`src/rtl/load_responder_if.sv`:
```
`default_nettype none
// ----------------------------------------------------------------------------
// load_responder_if : core <-> data-memory responder request/response bundle
// Rev 1.0
// ----------------------------------------------------------------------------
interface load_responder_if #(
  parameter int W = 8,
  parameter int A = 8
);
  logic         ReqRead;
  logic         ReqWrite;
  logic [A-1:0] Addr;
  logic [W-1:0] WrData;
  logic         Busy;
  logic         LoadSet;
  logic [W-1:0] LoadData;
  logic         Done;

  modport master (
    output ReqRead, ReqWrite, Addr, WrData,
    input  Busy, LoadSet, LoadData, Done
  );

  modport slave (
    input  ReqRead, ReqWrite, Addr, WrData,
    output Busy, LoadSet, LoadData, Done
  );
endinterface
`default_nettype wire

```
`src/rtl/load_responder.sv`:
```
`default_nettype none
// ----------------------------------------------------------------------------
// load_responder : fixed-latency data memory feeding the deferred-load port
// Rev 1.0
// ----------------------------------------------------------------------------
module load_responder #(
  parameter int W   = 8,
  parameter int A   = 8,
  parameter int LAT = 2
) (
  input  logic              Clk,
  input  logic              ResetN,
  load_responder_if.slave   Bus
);

  typedef enum logic [1:0] {
    IDLE   = 2'd0,
    ACCESS = 2'd1,
    SET    = 2'd2,
    DATA   = 2'd3
  } state_t;

  localparam logic [3:0] c_countInit = 4'(LAT - 1);

  state_t       r_state;
  logic [3:0]   r_count;
  logic [A-1:0] r_addr;
  logic [W-1:0] r_loadData;
  logic         r_busy;
  logic         r_loadSet;
  logic         r_done;
  logic [W-1:0] r_mem [2**A];

  logic w_idle;
  logic w_write;

  assign w_idle  = (r_state == IDLE);
  // A simultaneous read request takes priority and drops the write.
  assign w_write = w_idle & Bus.ReqWrite & ~Bus.ReqRead;

  // Memory contents deliberately survive reset.
  always_ff @(posedge Clk) begin
    if (w_write) begin
      r_mem[Bus.Addr] <= Bus.WrData;
    end
  end

  always_ff @(posedge Clk or negedge ResetN) begin
    if (!ResetN) begin
      r_state    <= IDLE;
      r_count    <= 4'd0;
      r_addr     <= '0;
      r_loadData <= '0;
      r_busy     <= 1'b0;
      r_loadSet  <= 1'b0;
      r_done     <= 1'b0;
    end else begin
      case (r_state)
        IDLE: begin
          r_loadSet <= 1'b0;
          if (Bus.ReqRead) begin
            r_addr  <= Bus.Addr;
            r_count <= c_countInit;
            r_busy  <= 1'b1;
            r_done  <= 1'b0;
            r_state <= ACCESS;
          end else begin
            r_done  <= Bus.ReqWrite;
          end
        end
        ACCESS: begin
          if (r_count == 4'd0) begin
            r_loadData <= r_mem[r_addr];
            r_loadSet  <= 1'b1;
            r_state    <= SET;
          end else begin
            r_count <= r_count - 4'd1;
          end
        end
        SET: begin
          r_loadSet <= 1'b0;
          r_done    <= 1'b1;
          r_state   <= DATA;
        end
        DATA: begin
          r_done  <= 1'b0;
          r_busy  <= 1'b0;
          r_state <= IDLE;
        end
        default: begin
          r_busy    <= 1'b0;
          r_loadSet <= 1'b0;
          r_done    <= 1'b0;
          r_state   <= IDLE;
        end
      endcase
    end
  end

  assign Bus.Busy     = r_busy;
  assign Bus.LoadSet  = r_loadSet;
  assign Bus.LoadData = r_loadData;
  assign Bus.Done     = r_done;

endmodule
`default_nettype wire

```
`src/flat_wrapper.sv`:
```
// flat-port wrapper written by rule: the top's interface ports become plain ports
module load_responder_flat 
#(
  parameter int W   = 8,
  parameter int A   = 8,
  parameter int LAT = 2
)
  (Clk, ResetN, Bus_ReqRead, Bus_ReqWrite, Bus_Addr, Bus_WrData, Bus_Busy, Bus_LoadSet, Bus_LoadData, Bus_Done);
  load_responder_if #(.W(W), .A(A)) Bus_i ();
  input  logic Clk;
  input  logic ResetN;
  input wire logic [$bits(Bus_i.ReqRead)-1:0] Bus_ReqRead;
  input wire logic [$bits(Bus_i.ReqWrite)-1:0] Bus_ReqWrite;
  input wire logic [$bits(Bus_i.Addr)-1:0] Bus_Addr;
  input wire logic [$bits(Bus_i.WrData)-1:0] Bus_WrData;
  output wire logic [$bits(Bus_i.Busy)-1:0] Bus_Busy;
  output wire logic [$bits(Bus_i.LoadSet)-1:0] Bus_LoadSet;
  output wire logic [$bits(Bus_i.LoadData)-1:0] Bus_LoadData;
  output wire logic [$bits(Bus_i.Done)-1:0] Bus_Done;
  assign Bus_i.ReqRead = Bus_ReqRead;
  assign Bus_i.ReqWrite = Bus_ReqWrite;
  assign Bus_i.Addr = Bus_Addr;
  assign Bus_i.WrData = Bus_WrData;
  assign Bus_Busy = Bus_i.Busy;
  assign Bus_LoadSet = Bus_i.LoadSet;
  assign Bus_LoadData = Bus_i.LoadData;
  assign Bus_Done = Bus_i.Done;
  load_responder #(.W(W), .A(A), .LAT(LAT)) u_core (.Clk(Clk), .ResetN(ResetN), .Bus(Bus_i));
endmodule
```
`config.mk`:
```
export PLATFORM = sky130hd
export DESIGN_NAME = load_responder_flat
export DESIGN_NICKNAME = d
export VERILOG_FILES = /design/src/rtl/load_responder_if.sv /design/src/rtl/load_responder.sv /design/src/flat_wrapper.sv
export SDC_FILE = /design/constraint.sdc
export NUM_CORES = 2
export LEC_CHECK = 0
export ABC_AREA = 1
export CAP_MARGIN = 20
export CORE_MARGIN = 1
export CORE_UTILIZATION = 63
export CTS_CLUSTER_SIZE = 12
export DETAILED_ROUTE_END_ITERATION = 10
export PLACE_DENSITY = 0.83
export SETUP_SLACK_MARGIN = 0.5
export SLEW_MARGIN = 10
export SYNTH_ARGS = -nofsm -noshare
export SYNTH_HDL_FRONTEND = slang
export SYNTH_SLANG_ARGS = --single-unit
```
`constraint.sdc`:
```
create_clock -name Clk -period 5.7 [get_ports Clk]
set_input_delay 0.855 -clock Clk [delete_from_list [all_inputs] [get_ports Clk]]
set_output_delay 0.855 -clock Clk [all_outputs]
set_load 0.01 [all_outputs]
```
Yosys cells after proc, flatten, opt, wreduce, memory -nomap -nowiden
Memory sizes are Yosys's and may differ from the RTL's. A register that Yosys moved wholly into a read port is not among the register bits. Cells that the tools add are included.

Bits in registers: 17. Latch bits: 0. Bits in writable memories: 2048. Memory bits (read-only): 0. Input bits: 20. Output and inout port bits: 11. Memories kept: 1.

Memory list: u_core.r_mem (words 256, bits a word 8, read ports 1, clocked after memory_dff 1, wr ports 1, RTL line load_responder.sv:32) `logic [W-1:0] r_mem [2**A];`.

$add $sub $neg: 1. Multipliers: 0. Divide/modulo/power cells: 0. Magnitude comparators: 0. Equality and inequality tests: 6. Shift operators: 0. Mux-type cells: 14. Bitwise logic cells: 3. Reductions and logical operators: 14.

Operators by type and width (number): AND reduction 2 bit (5); 2-to-1 mux 4 bit (2); case mux 2 bit (4 select lines) (1); case mux 4 bit (2 select lines) (1); nonzero test 2 bit (3); 2-to-1 mux 1 bit (5); equality test 2 bit, second input constant (2); zero test 4 bit (1); 2-to-1 mux 2 bit (2); != test 2 bit, second input constant (2); case mux 1 bit (2 select lines) (2); subtractor 4 x 1 -> 4 bit, second input constant (1); case mux 1 bit (3 select lines) (1); AND reduction 3 bit (1); nonzero test 3 bit (1); AND 1 bit (2); equality test 2 x 1 -> 1 bit, second input constant (1); zero test 2 bit (1); != test 2 x 1 -> 1 bit, second input constant (1); OR reduction 2 bit (1); zero test 1 bit (1); NOT 1 bit (1).

Logic depth before layout (Yosys ltp)
Word-level depth: 5. Depth in mapped cells: 15. Mapped depth without buffers: 11.

Worst setup path before layout
OpenSTA, ideal clock, no wires.

Path type: input port to flip-flop. Start point: input port Bus_ReqRead. End point: memory u_core.r_mem[111][0], enable pin. Library setup time: 0.370 ns. Arrival time: 2.192 ns. Data required time: 5.330 ns. Setup slack: 3.138 ns. Stages: 7. Buffers on the path: 2. Cell sequence: inv_1 nand2_1 nor2_1 buf_2 nand2_1 clkbuf_1 nor2_1.

Longest elaborated chain between the ends: 4.

RTL lines: from (decl) (RTL line flat_wrapper.sv:12) `input wire logic [$bits(Bus_i.ReqRead)-1:0] Bus_ReqRead;`; NOT 1 bit (RTL line load_responder.sv:39) `assign w_write = w_idle & Bus.ReqWrite & ~Bus.ReqRead;`; AND 1 bit (RTL line load_responder.sv:39); 2-to-1 mux 1 bit (RTL line load_responder.sv:43) `if (w_write) begin`; 2-to-1 mux 1 bit (not written as such) (RTL line load_responder.sv:44) `r_mem[Bus.Addr] <= Bus.WrData;`; to (decl) (RTL line load_responder.sv:32).

Every way passes these cells.

==> summary.txt <==
Outcome
  • Status: finished, final reports clean

Yosys
  • Primary FF master, synth: edfxtp_1
  • Syn Nets: 7120
  • Syn avg cell area: 11.9 um2
  • Netlist cell types: 25
  • Synthesis Warnings: 0
  • Cell type with the largest total area after synthesis: edfxtp_1
  • Most common cell in the synthesized netlist: nand2_1
  • Post-synthesis sequential area ratio: 73.8%
  • Syn Inst Count: 7092
  • Number of flops mapped to enable cells by yosys: 2048
  • Top cells by area, synth: edfxtp_1, nand3_1, nand2_1
  • Synthesized cell area: 0.0842 mm2
  • Yosys reg bits: 2073
  • Ys async rst share: 1.21%
  • Yosys top cell area share: 73.0%
  • Most frequent cells after synthesis: nand2_1, edfxtp_1, nand3_1, nor2_1, buf_2

Floorplan
  • Die height: 368 um
  • FP Rows: 133
  • Initial core utilization: 63.7%
  • I/O pin total: 31
  • Area of the core: 0.132 mm2
  • Die X: 368 um
  • Die area: 0.135 mm2

Power
  • Leak pwr: 31.3 nW
  • Switch share: 36.5%
  • Tot Pwr: 42.1 mW
  • Maximum VDD drop: 510 uV
  • Clock group share of total power: 28.1%
  • PwrDens: 464 mW/mm2
  • Sw power: 15.4 mW
  • Comb power frac: 31.3%
  • Int Power: 26.7 mW
  • Flop pwr share: 40.6%

Routing
  • Vias per cell: 6.52
  • First-pass iteration count of the detailed router: 7
  • WL final: 218000 um
  • Antenna Nets Post-Route: 0
  • DR vias: 57200
  • DRC Markers: 0
  • Initial DRC count: 10100
  • Wire per inst: 24.9 um

STA
  • Worst rel slew slack: 16.5%
  • Slew Limit Fails: 0
  • Worst Skew: 0.0354 ns
  • RSZ-0062 raised after global routing: false
  • Finish-stage setup viols: 0
  • Slew @ Worst Pin: 1.25 ns
  • Hold WS: 0.0934 ns
  • Fmax: 254 MHz
  • Sum Neg Setup Slack: 0 ns
  • Final clock period utilization by the worst path: 69.2%
  • Final Critical Period: 3.94 ns
  • Endpoints failing hold: 0

Clock tree
  • Clock Sinks: 2073
  • Clock tree buffer depth: 3
  • Post_cts resized: 0
  • CTS clk-pin slew, worst paths: 0.06 ns
  • Clk_lat worst skew: 0.84 ns
  • Post-CTS Setup Repair Bufs: 0
  • CTS Hold Bufs: 0
  • CTS tree: built
  • CTS buffer count: 198
  • Max H-tree Level: 4
  • CTS root buffer: clkbuf_16

Placed design
  • Port Buffers: 30
  • Placed Area: 0.0852 mm2
  • GP Congestion: 0.915
  • DPL Wire Length: 118000 um

Setup path
  • Type of element capturing the critical path: flip-flop
  • CP Launch Type: flip-flop
  • Required time of the critical path: 6.47 ns
  • CP arrival: 4.71 ns
  • Crit path kind: flip-flop to flip-flop
  • Reg-to-reg slack, setup: 1.76 ns
  • Worst-path maximum fanout: 178

Global route
  • Total GRT Usage: 32.1%
  • Initial antenna violation count: 10
  • First-pass GRT wire length: 325000 um
  • GRT overflow: 0
  • Number of global-route vias before repair: 54200
  • Largest net degree at the start of global routing: 242

Finish
  • Fin area: 0.0908 mm2
  • Share of cells above drive strength 1: 4.58%
  • Nets: 6938
  • Synthesis-to-finish area growth: 7.84%

Flow run
  • MaxCap Viol Count: 0

Hold path
  • Hold crit path type: input pin to asynchronous set/reset pin
worst max-delay path, stage by stage (launching register included):
cell     delay [ns]
dfrtp_4        1.05
buf_12         0.59
buf_4          0.63
nand2_1        0.11
nand3_1        0.13
nand3_1        0.14
nand3_1        0.15
nand3_1        0.19
nand3_1        0.23
nand3_1        0.11
nand3_1        0.17
nand3_1        0.11
nand2_1        0.10
metal layers:
layer / routed length, um / track usage (%) / part of all wire (%) / vias up
met5: 83 / 0 / 0.038 / -
met4: 10500 / 14.7 / 4.8 / 14
met3: 31000 / 8.24 / 14 / 707
met2: 100000 / 49.0 / 46 / 4622
met1: 76500 / 43.6 / 35 / 27100
li1: - / - / - / 24700
power by group through the flow:
| stage | combinational (mW) | clock, mW | sequential, mW |
|---|---|---|---|
| after floorplan | 8.84 | 0 | 17.2 |
| after global placement | 12.1 | 0 | 17.4 |
| after detailed placement | 12.5 | 0 | 17.4 |
| after CTS | 12.7 | 11.8 | 17.1 |
| after global routing | 14.1 | 12.4 | 17.1 |
| final | 13.2 | 11.8 | 17.1 |
worst paths after layout:
path / start / end / cells past startpoint
max: u_core.r_addr[0] / u_core.Bus.LoadData[6] / 12
min: ResetN / u_core.Bus.Done / 1
max reg2reg: u_core.r_addr[0] / u_core.Bus.LoadData[6] / 12
min reg2reg: u_core.r_count[0] / u_core.r_count[0] / 1
max in group asynchronous: ResetN / u_core.r_addr[0] / 1
min in group Clk: Bus_WrData[4] / u_core.r_mem[5][4] / 1
flip-flops by register name, indices dropped and copies added, names as in the netlist:
name and flops:
u_core.Bus.Busy 1, u_core.Bus.Done 1, u_core.r_addr 8, u_core.r_state 2, u_core.Bus.LoadSet 1, u_core.Bus.LoadData 8, u_core.r_count 4, u_core.r_mem 2048
area by class of cell:
type,instances,area (um2)
clock inverter,36,343
clock buffer,261,5230
multi-input combinational,4482,19500
fill,8457,41300
tap,1755,2200
inverter,54,236
antenna,2,5.00
timing repair buffer,101,1160
sequential,2073,62100
metrics by stage:
step	util, %	cells	setup slack [ns]
2_1_floorplan	-	7092	3.14
3_3_place_gp	64.5	8464	1.54
3_5_place_dp	64.5	8464	1.48
4_1_cts	68.7	8761	1.86
5_1_grt	68.7	8762	1.59
6_report	68.7	8764	1.76
placed cells by master (no fill, tap or decap), types with 2 or more instances in the layout:
master / netlist / layout
clkinv_8: 0 / 7
ha_1: 8 / 8
nor2_1: 289 / 289
nand2_1: 2116 / 2114
clkbuf_16: 0 / 198
inv_1: 50 / 48
a21oi_1: 5 / 5
nand3_1: 2041 / 2041
clkinv_1: 1 / 12
o21ai_0: 15 / 15
clkinv_2: 0 / 9
clkbuf_8: 0 / 4
inv_8: 0 / 2
inv_16: 0 / 3
dfrtp_4: 0 / 4
nand2_2: 0 / 2
clkbuf_1: 117 / 59
edfxtp_1: 2048 / 2048
inv_6: 0 / 4
diode_2: 0 / 2
buf_12: 0 / 22
buf_8: 0 / 8
clkdlybuf4s50_1: 0 / 21
dfrtp_1: 25 / 20
buf_4: 32 / 48
kinds of logic (layout without fill, tap and decap cells):
kind of cell / after synthesis / count (layout) / synth area share [%]
fa+ha+maj: 8 / 8 / 0.119
compound gates: 24 / 24 / 0.157
flops: 2073 / 2073 / 73.8
xor+xnor: 1 / 1 / 0.0104
buf+inv: 537 / 452 / 3.08
simple gates: 4449 / 4449 / 22.9
other cells: 0 / 2 / 0
Note: power is estimated with default switching activity, not from simulation.
